[src/rtl/debug_trace_tx.sv]
// Debug trace transmitter: snapshots the CPU debug structure on retire or manual
// request and streams it as a fixed 23-byte framed packet over a valid/ready byte link.
package debug_trace_pkg;
  typedef enum logic [2:0] {
    INIT       = 3'd0,
    FETCH      = 3'd1,
    DECODE     = 3'd2,
    EXECUTE    = 3'd3,
    MEMORY     = 3'd4,
    WRITE_BACK = 3'd5
  } exec_state_t;

  typedef struct packed {
    exec_state_t      exec_state;
    logic [2:0]       macro_op;
    logic [3:0]       alu_func;
    logic [4:0]       dst_reg;
    logic [15:0]      alu_out;
    logic [7:0][15:0] reg_file;
  } debug_signals_t;
endpackage

module debug_trace_tx
  import debug_trace_pkg::*;
#(
  parameter logic [7:0] SYNC_BYTE = 8'hA5,
  parameter int         FRAME_LEN = 23
) (
  input  logic           clk,
  input  logic           rst,
  input  debug_signals_t debug_in,
  input  logic           trace_en,
  input  logic           snap_req,
  output logic [7:0]     tx_data,
  output logic           tx_valid,
  input  logic           tx_ready,
  output logic           busy,
  output logic [7:0]     seq,
  output logic [7:0]     drop_cnt
);

  typedef enum logic {IDLE, SEND} tx_state_t;

  localparam logic [4:0] LAST_IDX = 5'(FRAME_LEN - 1);

  tx_state_t        state;
  tx_state_t        state_nxt;
  logic [4:0]       idx;
  exec_state_t      prev_state;

  logic [2:0]       snap_macro;
  logic [3:0]       snap_func;
  logic [4:0]       snap_dst;
  logic [15:0]      snap_alu;
  logic [7:0][15:0] snap_regs;

  logic             retire;
  logic             trig;
  logic             hs;
  logic             last_hs;
  logic             capture;
  logic [7:0]       csum;
  logic [7:0]       frame_byte;
  logic [2:0]       reg_sel;

  always_comb begin
    retire  = trace_en && (debug_in.exec_state == WRITE_BACK) && (prev_state != WRITE_BACK);
    trig    = retire || snap_req;
    hs      = (state == SEND) && tx_ready;
    last_hs = hs && (idx == LAST_IDX);
    capture = trig && ((state == IDLE) || last_hs);
  end

  always_comb begin
    state_nxt = state;
    case (state)
      IDLE:    if (capture) state_nxt = SEND;
      SEND:    if (last_hs && !capture) state_nxt = IDLE;
      default: state_nxt = IDLE;
    endcase
  end

  // Control state: FSM, byte index, counters and retire edge detector
  always_ff @(posedge clk) begin
    if (rst) begin
      state      <= IDLE;
      idx        <= 5'd0;
      seq        <= 8'd0;
      drop_cnt   <= 8'd0;
      prev_state <= INIT;
    end else begin
      state      <= state_nxt;
      prev_state <= debug_in.exec_state;
      if (capture) begin
        seq <= seq + 8'd1;
        idx <= 5'd0;
      end else if (hs) begin
        idx <= idx + 5'd1;
      end
      if (trig && (state == SEND) && !last_hs && (drop_cnt != 8'hFF))
        drop_cnt <= drop_cnt + 8'd1;
    end
  end

  // Snapshot capture: data only, never reset
  always_ff @(posedge clk) begin
    if (capture) begin
      snap_macro <= debug_in.macro_op;
      snap_func  <= debug_in.alu_func;
      snap_dst   <= debug_in.dst_reg;
      snap_alu   <= debug_in.alu_out;
      snap_regs  <= debug_in.reg_file;
    end
  end

  always_comb begin
    csum = seq ^ {snap_macro, 1'b0, snap_func} ^ {3'b000, snap_dst}
         ^ snap_alu[15:8] ^ snap_alu[7:0];
    for (int i = 0; i < 8; i++)
      csum = csum ^ snap_regs[i][15:8] ^ snap_regs[i][7:0];
  end

  // Register bytes start at index 6: even index carries the high half
  always_comb begin
    reg_sel = 3'((idx - 5'd6) >> 1);
    case (idx)
      5'd0:    frame_byte = SYNC_BYTE;
      5'd1:    frame_byte = seq;
      5'd2:    frame_byte = {snap_macro, 1'b0, snap_func};
      5'd3:    frame_byte = {3'b000, snap_dst};
      5'd4:    frame_byte = snap_alu[15:8];
      5'd5:    frame_byte = snap_alu[7:0];
      LAST_IDX: frame_byte = csum;
      default: begin
        if (idx < LAST_IDX)
          frame_byte = idx[0] ? snap_regs[reg_sel][7:0] : snap_regs[reg_sel][15:8];
        else
          frame_byte = 8'h00;
      end
    endcase
  end

  assign tx_valid = (state == SEND);
  assign busy     = tx_valid;
  assign tx_data  = tx_valid ? frame_byte : 8'h00;

endmodule

[config.mk]
export PLATFORM = sky130hd
export DESIGN_NAME = debug_trace_tx
export DESIGN_NICKNAME = d
export VERILOG_FILES = /design/src/rtl/debug_trace_tx.sv
export SDC_FILE = /design/constraint.sdc
export NUM_CORES = 1
export LEC_CHECK = 0
export CAP_MARGIN = 10
export CORE_ASPECT_RATIO = 0.8
export CORE_MARGIN = 2
export CORE_UTILIZATION = 50
export DETAILED_ROUTE_END_ITERATION = 10
export PLACE_DENSITY = 0.87
export SLEW_MARGIN = 20
export SYNTH_ARGS = -nofsm -noshare
export SYNTH_HDL_FRONTEND = slang
export SYNTH_SLANG_ARGS = --single-unit
[constraint.sdc]
create_clock -name clk -period 13.5 [get_ports clk]
set_input_delay 2.025 -clock clk [delete_from_list [all_inputs] [get_ports clk]]
set_output_delay 2.025 -clock clk [all_outputs]
set_load 0.02 [all_outputs]
==> results.md, run 1 <==
- Status: finished, final reports clean
- WS Path Type: reg2out
- Area leader, netlist: edfxtp_1
- PwrDens: 121 mW/mm²
- Max Fclk: 161 MHz
- R2R setup slack: 9.49 ns
- Antenna violations before repair: 0
- Cells along the critical path: buf_4 -> ha_1 -> a21boi_0 -> o32ai_1 -> nor2b_1 -> a31oi_1 -> o22ai_1 -> clkdlybuf4s50_1
- Clk slew on worst S/H paths: roughly 0.080 ns
- Post-Synth Adder-Cell Area: 0.998%
- GP Congestion: 0.829
- Synth unique cells: 46
- RSZ-0062 raised after global routing: false
- Cell Area, Synth: slightly below 0.009 mm²
- Die extent in y: approximately 120 µm
- Sink Count: 181
- RR Startpoint: idx[1]
- Setup TNS: 0 ns
- Final min period: around 6.2 ns
- ANT cells: 0
- Max H-tree Level: 4
- Post-route ant nets: 0
- Slew @ Worst Pin: approximately 1.0 ns
- Share of the synthesized area in the top cell type: a little over half
- Maximum VDD drop: ~90 µV
- Largest family of logic cells by synthesized area: XOR/XNOR gates
- Clk_lat worst skew: between 0.4 and 0.5 ns
- Final period utilization: a little under half
- Reg2reg end: snap_regs[8]
- Static Leakage: 3.79 nW
- Max-slew headroom: 32.6%
- Endpoint class of the critical path: output pin
- Post-synthesis simple-gate area fraction: 5.60%
- Yosys warns: 0
- Ys flop type: edfxtp_1
- Die W: 152 µm
- Post-synthesis sequential area ratio: between 50% and 60%
- Dpl hpwl: about 15,000 µm
- Final setup viols: 0
- DRT Pass-1 Iters: 5
- Overflow after GRT: 0
- Hold-fix buffers at CTS: 0
- Crit-path slowest cell: o32ai_1
- Largest net degree at the start of global routing: 64
- Core footprint: 0.0173 mm²
- Arr. time, crit path: 4.20 ns
- Hold Path Class: reg2reg
- Max incr delay on CP: 0.75 ns
- Layout area overhead: 31.3%
- GRT Total Usage: 23.4%
- Max Clock Skew: 0.0113 ns
- Flops & latches, synth: 181
- Die area: 0.0186 mm²
- Routed vias/inst: approximately 5.7
- CTS root buf: clkbuf_16
- Clock Path Buffers: 2
- DRC: 0
- Max Cap Viol: 0
- Post-synth EDFFs: 156
- Layout cells sized above 1: 9.82%
- Hold Path Origin: drop_cnt[7]
- Wirelength per Cell: 20.8 µm
- Vias after detailed routing: 5,724
- Vias in the first global route: 5,919
- # Post-CTS Setup Buffers: 0
- First-pass GRT wire length: roughly 33,000 µm
- Startpoint types: flop
- CTS tree: yes
- I/O pins: 190
- Power, Total: 1.40 mW
- Post-synthesis mux area share: between 10% and 20%
- Dominant cells by area after synthesis: edfxtp_1 53%, xnor2_1 12%, mux4_2 8.2%
- Hold Vio Cnt, Final: 0
- Layout fillers: 1,137
- Worst Reg-to-Reg Cells: 7
- Hold Path Sink: drop_cnt[7]
- Worst hold path cell count: 2
- CTS Buf Count: 17
- Syn Area/Cell: 15.2 µm²
- # rows: 43
- PortBufs: 189
- Slew Limit Fails: 0
- Async SR Flop Fraction: 0%
- Net count after synthesis: 749
- Synthesized instance count: around 580
- Critical path peak fanout: 29
- Starting Density: 50.8%
- Complex-gate fraction of the synthesized area: 4.81%
- Req. time, crit path: 11.48 ns
- Post-Synth XOR/XNOR Area: 17.3%
- Initial DRC count: 505
- Final net count: 942
- DRT Wirelength: around 21,000 µm
- Post-CTS Resized: 0
## sequential cells by signal, summed over array words and instances, names as in the netlist
register    flops
drop_cnt        8
busy            1
snap_regs     128
snap_macro      3
prev_state      3
seq             8
snap_alu       16
snap_func       4
idx             5
snap_dst        5
## cell families (layout without fill, tap and decap cells)
logic type      after synthesis  after routing
xor+xnor                    151            151
mux                          55             55
buf+inv                      28            234
compound gates               61             61
simple gates                 95             95
fa+ha+maj                     7              7
flops                       181            181
## per-stage QoR
| step | area [µm²] | std cells | hold slack (ns) | worst slack, ns | util [%] |
|---|---|---|---|---|---|
| 2_1_floorplan | 8770 | 578 | 0.563 | 3.59 | - |
| 3_3_place_gp | 10900 | 977 | 0.476 | 7.83 | 63.3 |
| 3_5_place_dp | 10900 | 977 | 0.492 | 7.78 | 63.3 |
| 4_1_cts | 11500 | 1009 | 0.501 | 7.30 | 66.7 |
| 5_1_grt | 11500 | 1009 | 0.540 | 6.97 | 66.7 |
| 6_report | 11500 | 1009 | 0.506 | 7.27 | 66.7 |
## layout make-up
cell class / count / area (µm²) / area share (%)
Multi-Input combinational cell: 369 / 3490 / 30.3
Clock inverter: 14 / 161 / 1.40
Sequential cell: 181 / 5190 / 45.0
Inverter: 5 / 18.8 / 0.163
Timing Repair Buffer: 197 / 1950 / 16.9
Clock buffer: 18 / 429 / 3.73
Tap cell: 225 / 282 / 2.44
## power breakdown
part | switching (mW) | internal [mW] | total [mW]
Combinational | 0.0849 | 0.140 | 0.225
Clock | 0.233 | 0.264 | 0.497
Sequential | 0.0267 | 0.646 | 0.673
## how the worst max path moves through the flow
| stage | startpoint | end | cells after the start |
|---|---|---|---|
| final | idx[1] | tx_data[3] | 8 |
| after global routing | idx[1] | tx_data[3] | 8 |
| after CTS | idx[1] | tx_data[3] | 8 |
| after detailed placement | idx[1] | tx_data[3] | 8 |
| after global placement | idx[1] | tx_data[3] | 8 |
| after floorplan | debug_in[157] | snap_alu[0] | 4 |
## layer usage
layer / routed length (µm) / global-route usage [%]
met3: 1560 / 5.72
met2: 10300 / 38.7
met1: 8670 / 30.0
met5: 0 / 0
met4: 538 / 9.93
## Yosys cell counts (3+ instances only)
| cell | n |
|---|---|
| a211oi_1 | 5 |
| a21oi_1 | 12 |
| a221o_1 | 5 |
| a22oi_1 | 7 |
| a311oi_1 | 4 |
| a31oi_1 | 7 |
| buf_1 | 3 |
| buf_2 | 4 |
| clkbuf_1 | 13 |
| dfxtp_1 | 25 |
| edfxtp_1 | 156 |
| ha_1 | 7 |
| inv_1 | 3 |
| mux2i_1 | 23 |
| mux4_2 | 32 |
| nand2_1 | 25 |
| nand3_1 | 9 |
| nor2_1 | 20 |
| nor2b_1 | 4 |
| nor3_1 | 8 |
| nor4_1 | 4 |
| nor4b_1 | 3 |
| o21ai_0 | 9 |
| o22ai_1 | 4 |
| or3_1 | 8 |
| xnor2_1 | 119 |
| xnor3_1 | 14 |
| xor2_1 | 18 |
## critical path: cells and delay by family, from the launching register on
| family | cells | cell delay (ns) |
|---|---|---|
| adder cells (fa/ha/maj) | 1 | 0.54 |
| buffers and inverters | 2 | 1.06 |
| AND/OR/NAND/NOR | 1 | 0.33 |
| AO/OA/AOI/OAI | 4 | 1.29 |
| flip-flops | 1 | 0.51 |
## placed cells by master, fill, tap and decap left out, types with 3 or more instances in the layout
cell type        count
a211oi_1             5
a21oi_1             12
a221o_1              5
a22oi_1              7
a311oi_1             4
a31oi_1              7
buf_4                8
clkbuf_16           17
clkdlybuf4s50_1    189
clkinv_4             3
dfxtp_1             24
edfxtp_1           156
ha_1                 7
inv_1                3
inv_8                5
mux2i_1             23
mux4_2              32
nand2_1             25
nand3_1              9
nor2_1              19
nor2b_1              4
nor3_1               8
nor4_1               4
nor4b_1              3
o21ai_0              9
o22ai_1              4
or3_1                8
xnor2_1            119
xnor3_1             14
xor2_1              17
Power figures use the tool's default switching activity.
==> run 2: changes to the inputs <==
Clock period 13.5 ns to 6 ns, I/O delays scaled along.
==> run 2 against run 1 <==
Net effect: clock skew about the same; cell area shrank 0.46%; clock power is 110% higher; sequential cell count is the same; combinational power increased by 130%; first-iteration DRC count shrank 15%; non-clock buffer count fell by 3; highest routed layer unchanged.
==> results.md, run 2 (same netlist as run 1, synthesis figures left out) <==
- Status: finished, final reports clean
- I/O pins: 190
- Post-route ant nets: 0
- GRT Total Usage: between 20% and 30%
- FF+latch area: 0.00519 mm²
- Slew Limit Fails: 0
- First-pass GRT wire length: 31,300 µm
- ANT cells: 0
- RR Startpoint: idx[1]
- Arr. time, crit path: 4.05 ns
- Max-slew headroom: 27.0%
- Power, Total: 3.06 mW
- Min Hold Slack: 0.526 ns
- Overflow after GRT: 0
- Placed Cells incl. Taps: just under 1,000
- Core footprint: 0.0173 mm²
- P_int: 2.31 mW
- Req. time, crit path: 5.10 ns
- Switching pwr: roughly 0.74 mW
- Slew @ Worst Pin: 1.08 ns
- Placed inst area: approximately 0.011 mm²
- GP Congestion: 0.873
- Final net count: 939
- Die extent in y: 122 µm
- Layout cells sized above 1: 9.35%
- Hold Path Class: reg2reg
- Max reg flops: 128
- Critical path peak fanout: 36
- DRT Wirelength: a little over 20,000 µm
- Final setup viols: 0
- Sink Count: 181
- Max Clock Skew: 0.0114 ns
- Clk slew on worst S/H paths: roughly 0.070 ns
- Hold Path Origin: drop_cnt[7]
- Die W: 152 µm
- Logic pwr share: about 17%
- Layout fillers: 1,189
- Crit-path slowest cell: o32ai_1
- Largest net degree at the start of global routing: 137
- Commonest non-fill, non-tap cell in the layout: clkdlybuf4s50_1
- DRT Pass-1 Iters: 5
- PwrDens: 267 mW/mm²
- Finished Layout Cells: slightly above 1,000
- Layout area overhead: 30.7%
- # Post-CTS Setup Buffers: 0
- Final min period: 4.95 ns
- Hold-fix buffers at CTS: 0
- Cells along the critical path: buf_4 -> ha_1 -> a21boi_0 -> o32ai_1 -> nor2b_1 -> a31oi_1 -> o22ai_1 -> clkdlybuf4s50_1
- Routed vias/inst: 5.57
- DRC: 0
- Starting Density: 50.8%
- Maximum VDD drop: 217 µV
- Max Cap Viol: 0
- Vias after detailed routing: 5,601
- Largest register by flop count: snap_regs
- Static Leakage: approximately 3.8 nW
- Fin area: 0.0115 mm²
- Endpoint class of the critical path: output pin
- Setup TNS: 0 ns
- Most frequent cells in the layout: 189 x clkdlybuf4s50_1, 156 x edfxtp_1, 119 x xnor2_1
- Post-CTS Resized: 0
- WS Path Type: reg2out
- # rows: 43
- Flop pwr share: 49.5%
- Initial DRC count: 428
- Hold Vio Cnt, Final: 0
- Final period utilization: 82.6%
- Dpl hpwl: 14,800 µm
- Vias in the first global route: 5,819
- Startpoint types: flop
- Clock power frac: 33.8%
- Clk_lat worst skew: 0.43 ns
- Clock Path Buffers: 2
- Switching Fraction: around a quarter
- CTS Buf Count: 17
- CTS root buf: clkbuf_16
- Largest registers: snap_regs (128), snap_alu (16)
- Die area: between 0.015 and 0.02 mm²
- PortBufs: roughly 190
- Max H-tree Level: 4
- Max Fclk: 202 MHz
- RSZ-0062 raised after global routing: false
- CTS tree: yes
- Wirelength per Cell: 20.2 µm
- Multi-input gate area: 0.00349 mm²
- CP Launch Point: idx[1]
- Antenna violations before repair: 0
- Max incr delay on CP: 0.71 ns
run 2: cell count changes in the layout (fill, tap and decap cells not counted), moves of 2 or more:
cell      delta
inv_8        -3
buf_4        -4
clkinv_2     +2
inv_6        +2
clkinv_4     -2
run 2: power groups by stage:
stage | registers [mW] | logic [mW] | clock network [mW]
after floorplan | 1.52 | 0.324 | 0
after global placement | 1.54 | 0.492 | 0
after detailed placement | 1.54 | 0.505 | 0
after CTS | 1.51 | 0.514 | 1.06
after global routing | 1.52 | 0.545 | 1.10
final | 1.51 | 0.512 | 1.03
run 2: critical path, delay by kind of cell, from the launching register on:
family          cells  cell delay [ns]
flops               1             0.33
buf+inv             2             1.12
compound gates      4             1.28
fa+ha+maj           1             0.56
simple gates        1             0.30
run 2: metrics by stage:
stage                     setup WS (ns)  util [%]
after floorplan                    1.77         -
after global placement             1.68      63.2
after detailed placement           1.57      63.2
after CTS                          1.10      66.4
after global routing              0.771      66.4
final                              1.05      66.4
run 2: layout make-up:
class | count | share of cell area, %
Sequential cell | 181 | 45.2
Multi-Input combinational cell | 369 | 30.4
Timing Repair Buffer | 194 | 16.9
Clock buffer | 18 | 3.74
Tap cell | 225 | 2.46
Clock inverter | 14 | 1.04
Inverter | 5 | 0.164
run 2: path summary, 6_finish.rpt:
check	cells past startpoint	slack, ns	end
worst max register to register	6	2.06	snap_regs[8]
worst max-delay path	8	1.05	tx_data[3]
worst min register to register	2	0.53	drop_cnt[7]
worst min-delay path	2	0.53	drop_cnt[7]
run 2: metal layers:
layer / GRT usage (%) / part of all wire [%] / wire length (µm)
met5: 0 / 0 / 0
met3: 5.83 / 6.8 / 1380
met1: 28.0 / 42 / 8440
met2: 38.1 / 50 / 10200
met4: 5.96 / 1.4 / 280
==> variant 1, RTL diff (flow settings as in run 1) <==
Set the parameter `FRAME_LEN` to 16 (it was 23).
--- a/src/rtl/debug_trace_tx.sv
+++ b/src/rtl/debug_trace_tx.sv
@@ -24,7 +24,7 @@
   import debug_trace_pkg::*;
 #(
   parameter logic [7:0] SYNC_BYTE = 8'hA5,
-  parameter int         FRAME_LEN = 23
+  parameter int         FRAME_LEN = 16
 ) (
   input  logic           clk,
   input  logic           rst,
Check against the original RTL: no difference found for any inputs over 10 cycles, from zero or initial values and one cycle with rst high; that may be too few to reach the edited logic, so the function may still have changed.
==> variant 1 against run 1 <==
  * Worst hold slack improved by 35 ps
  * Total power decreased by 3.4%
  * Final area decreased by 2.5%
  * Count of clock-buffer cells in the layout increased by 3
  * Synthesized area decreased by 2.0%
  * Combinational power increased by 4%
  * Sequential cell count unchanged
  * Worst setup slack improved by 450 ps
  * Critical path depth unchanged
  * Utilization increased by 0.50 points
  * Routed wire length decreased by 3.5%
  * Global-route usage decreased by 0.38 points
==> variant 1: results (changes against run 1) <==
[critical_path]
endpoint=tx_data[0]
reg2reg_slack_ps=9130  ; -360 ps
rr_worst_depth=11  ; +4
crit_family=buffers and inverters
critical_path_arrival_ps=3760  ; -440 ps
slowest_delay_ps=850  ; +100 ps
path_max_fanout=17  ; -41%
cp-startpoint=idx[2]
crit_slowest_cell=ha_1
r2r_end=seq[4]

[grt]
track_usage_pct=23.0  ; -0.38 points
grt_max_degree=89  ; +39%
grt_pass1_vias=5711  ; -3.5%

[run_status]
outcome=complete, no violations

[synthesis]
syn_area_per_cell_sq_um=15.4  ; +1.2%
synthTopCellsByArea=edfxtp_1 (54%), xnor2_1 (14%), mux4_2 (6.3%), dfxtp_1 (5.8%), xor2_1 (3.2%)
muxShareOfSynthArea_pct=9.54  ; -1.3 points
yosys.area_share.adder_pct=1.16  ; +0.17 points
synth_nets=732  ; -2.3%
seq_area_frac_synth_pct=60.3  ; +1.2 points
netlist-cell-type-count=45  ; -2.2%
synth-compound-area-share_pct=5.48  ; +0.68 points
synth_xor_xnor_area_share_pct=17.7  ; +0.48 points
synth_top_cells_by_count=edfxtp_1 (156), xnor2_1 (133), xor2_1 (31)

[power]
vdd_drop_max_mv=0.0887  ; about the same
powerDensity_nw_per_um2=120  ; -0.88%
power_frac_comb_pct=17.3  ; +1.2 points
p_switching_mw=0.326  ; -5.5%

[drt]
wl_per_cell_microns=20.6  ; -1.4%
vias=5545  ; -3.1%

[min_path]
hold_end=drop_cnt[5]
min_from=drop_cnt[5]

[placement]
dp.cells=955  ; -2.3%
dp_hpwl_mm=14.8  ; -2.6%
place_ws_ps=8130  ; +350 ps
gp_congestion=0.855  ; +3.1%
placed_area_sq_um=10700  ; -2.0%

[cells_and_area]
drive_gt1_share_pct=7.69  ; -2.1 points
final_nets=926  ; -1.7%
final_cell_count_no_fill=987  ; -2.2%

[timing]
worst_clock_skew_ps=11.7  ; +0.424 ps
slew_headroom_pct=30.2  ; -2.4 points
period_minus_slack_ps=5780  ; -446 ps
timing.hold.ws_ps=541  ; +35.2 ps

[variant 1: changes by cell type in the layout (fill, tap and decap cells not counted), sizes merged, moves of 6 or more]
cell and change:
mux2i -16, a22oi +8, xnor2 +14, nand2 -9, xnor3 -10, xor2 +13, or3 -6, a31oi -6
[variant 1: area by class of cell]
| cell class | count | area (sq um) |
|---|---|---|
| clock buffer | 21 | 440 |
| clock inverter | 11 | 76.3 |
| fill | 1179 | 5480 |
| inverter | 3 | 11.3 |
| multi-input combinational | 358 | 3310 |
| sequential | 181 | 5190 |
| tap | 220 | 275 |
| timing repair buffer | 193 | 1930 |
[variant 1: layer usage]
layer / routed length [microns] / global-route usage [%] / vias to the layer above
met5: 0 / 0 / -
met1: 8470 / 32.1 / 2735
met4: 293 / 7.07 / 0
met2: 9620 / 36.4 / 282
met3: 1900 / 5.19 / 24
li1: - / - / 2504
==> variant 2, RTL diff (config.mk and constraints of run 1) <==
Made on the original files. One comparison of `idx` changes from == to >=.
--- a/src/rtl/debug_trace_tx.sv
+++ b/src/rtl/debug_trace_tx.sv
@@ -67,7 +67,7 @@
     retire  = trace_en && (debug_in.exec_state == WRITE_BACK) && (prev_state != WRITE_BACK);
     trig    = retire || snap_req;
     hs      = (state == SEND) && tx_ready;
-    last_hs = hs && (idx == LAST_IDX);
+    last_hs = hs && (idx >= LAST_IDX);
     capture = trig && ((state == IDLE) || last_hs);
   end
 
Behaviour: no difference found for any inputs over 10 cycles, from zero or initial values and one cycle with rst high; that may be too few to reach the edited logic, so the function may still have changed.
==> variant 2 against run 1 <==
  * Fmax down 4.1%
  * Critical endpoint is now tx_data[4]
  * Die area down 0.20%
  * Routed wire length down 3.5%
  * Critical path type unchanged
  * Total power down 1.7%
  * Sequential cell count unchanged
  * Clock skew down 1.5 ps
  * Final area down 0.70%
  * Synthesized area down 0.20%
  * Worst setup slack worse by 260 ps
==> variant 2: results (changes against run 1) <==
[grt]
track_usage_pct=22.2  ; -1.2 points
grt_max_degree=74  ; +16%
grt_pass1_vias=5812  ; -1.8%
grt_pass1_wl_mm=31.1  ; -4.8%

[cells_and_area]
nFillCells=1158  ; +1.8%
final_nets=931  ; -1.2%
drive_gt1_share_pct=9.44  ; -0.38 points
syn2layout_area_growth_pct=30.6

[synthesis]
synth_nets=740  ; -1.2%
seq_area_frac_synth_pct=59.2  ; +0.12 points
synthTopCellsByArea=edfxtp_1 (53%), xnor2_1 (12%), mux4_2 (8.2%), dfxtp_1 (5.7%), xnor3_1 (3.6%)
synth_top_cells_by_count=edfxtp_1 (156), xnor2_1 (119), mux4_2 (32)
netlist-cell-type-count=48  ; +4.3%
syn_area_per_cell_sq_um=15.4  ; +1.4%

[critical_path]
path_max_fanout=24  ; -17%
critical_path_arrival_ps=4470  ; +270 ps
crit_slowest_cell=o32ai_1
slowest_delay_ps=660  ; -90 ps

[drt]
drt_iter0_markers=408  ; -19%
wl_per_cell_microns=20.3  ; -2.5%
drt_wl_total_mm=20.3  ; -3.5%
routed_via_density=5.66  ; -0.24%

[power]
vdd_drop_max_mv=0.0846  ; -4.6%
intPower_mw=1.04  ; -0.75%
power.static_leakage_nw=3.77  ; -0.41%

[placement]
dp_hpwl_mm=14.8  ; -2.5%
gp_congestion=0.865  ; +4.3%
placed_area_sq_um=10900  ; -0.40%
dp.cells=966  ; -1.1%

[min_path]
min_path_type=reg2reg

[clock_tree]
clockRootBuffer=clkbuf_16
clk_path_buf_depth=2  ; unchanged
path_clk_slew_ps=60  ; -20 ps
numCtsBuffers=17  ; unchanged
insertion_delay_ps=440  ; about the same

[timing]
worst_clock_skew_ps=9.85  ; -1.45 ps
worst_pin_slew_ps=1030  ; +35.6 ps

[flow_run]
maxCapViolCount=0  ; unchanged

[run_status]
outcome=complete, no violations

## variant 2: per-layer routing
metal | wire, microns | share of wire, % | global-route usage [%]
met5 | 0 | 0 | 0
met4 | 446 | 2.2 | 9.00
met3 | 1710 | 8.4 | 4.56
met2 | 10100 | 50 | 37.5
met1 | 8060 | 40 | 28.5
## variant 2: power groups by stage
stage	Combinational (mW)	Sequential (mW)	Clock, mW
4_1_cts	0.225	0.672	0.482
2_1_floorplan	0.143	0.683	0
5_1_grt	0.239	0.675	0.503
3_5_place_dp	0.222	0.684	0
3_3_place_gp	0.217	0.682	0
6_report	0.224	0.672	0.475
## variant 2: cell type report
cell class                 count  area share (%)
inverter                       6           0.197
sequential                   181            45.3
tap                          225            2.46
clock inverter                14            1.09
multi-input combinational    359            30.2
timing repair buffer         195            16.9
clock buffer                  18            3.75
## variant 2: path summary, 6_finish.rpt
path | start | to | slack, ps | cells past startpoint
setup reg to reg | idx[1] | seq[0] | 9210 | 8
hold / removal | drop_cnt[5] | drop_cnt[5] | 520 | 2
hold reg to reg | drop_cnt[5] | drop_cnt[5] | 520 | 2
setup / recovery | idx[1] | tx_data[4] | 7010 | 8
## variant 2: logic make-up after synthesis
kind of cell	after synthesis	synth area share [%]
adder cells (fa/ha/maj)	7	1.00
multiplexers	58	11.2
flip-flops	181	59.2
XOR/XNOR	151	17.3
buffers and inverters	29	1.50
AO/OA/AOI/OAI	59	4.84
AND/OR/NAND/NOR	84	4.94
## variant 2: worst max-delay path, delay by kind of cell (launching register included)
family / cells / cell delay (ps)
fa+ha+maj: 1 / 590
compound gates: 4 / 1400
flops: 1 / 610
buf+inv: 2 / 1080
simple gates: 1 / 340
## variant 2: through the flow
| step | worst slack [ps] | hold slack (ps) |
|---|---|---|
| after floorplan | 3570 | 570 |
| after global placement | 7670 | 491 |
| after detailed placement | 7500 | 510 |
| after CTS | 7040 | 523 |
| after global routing | 6640 | 561 |
| final | 7010 | 524 |
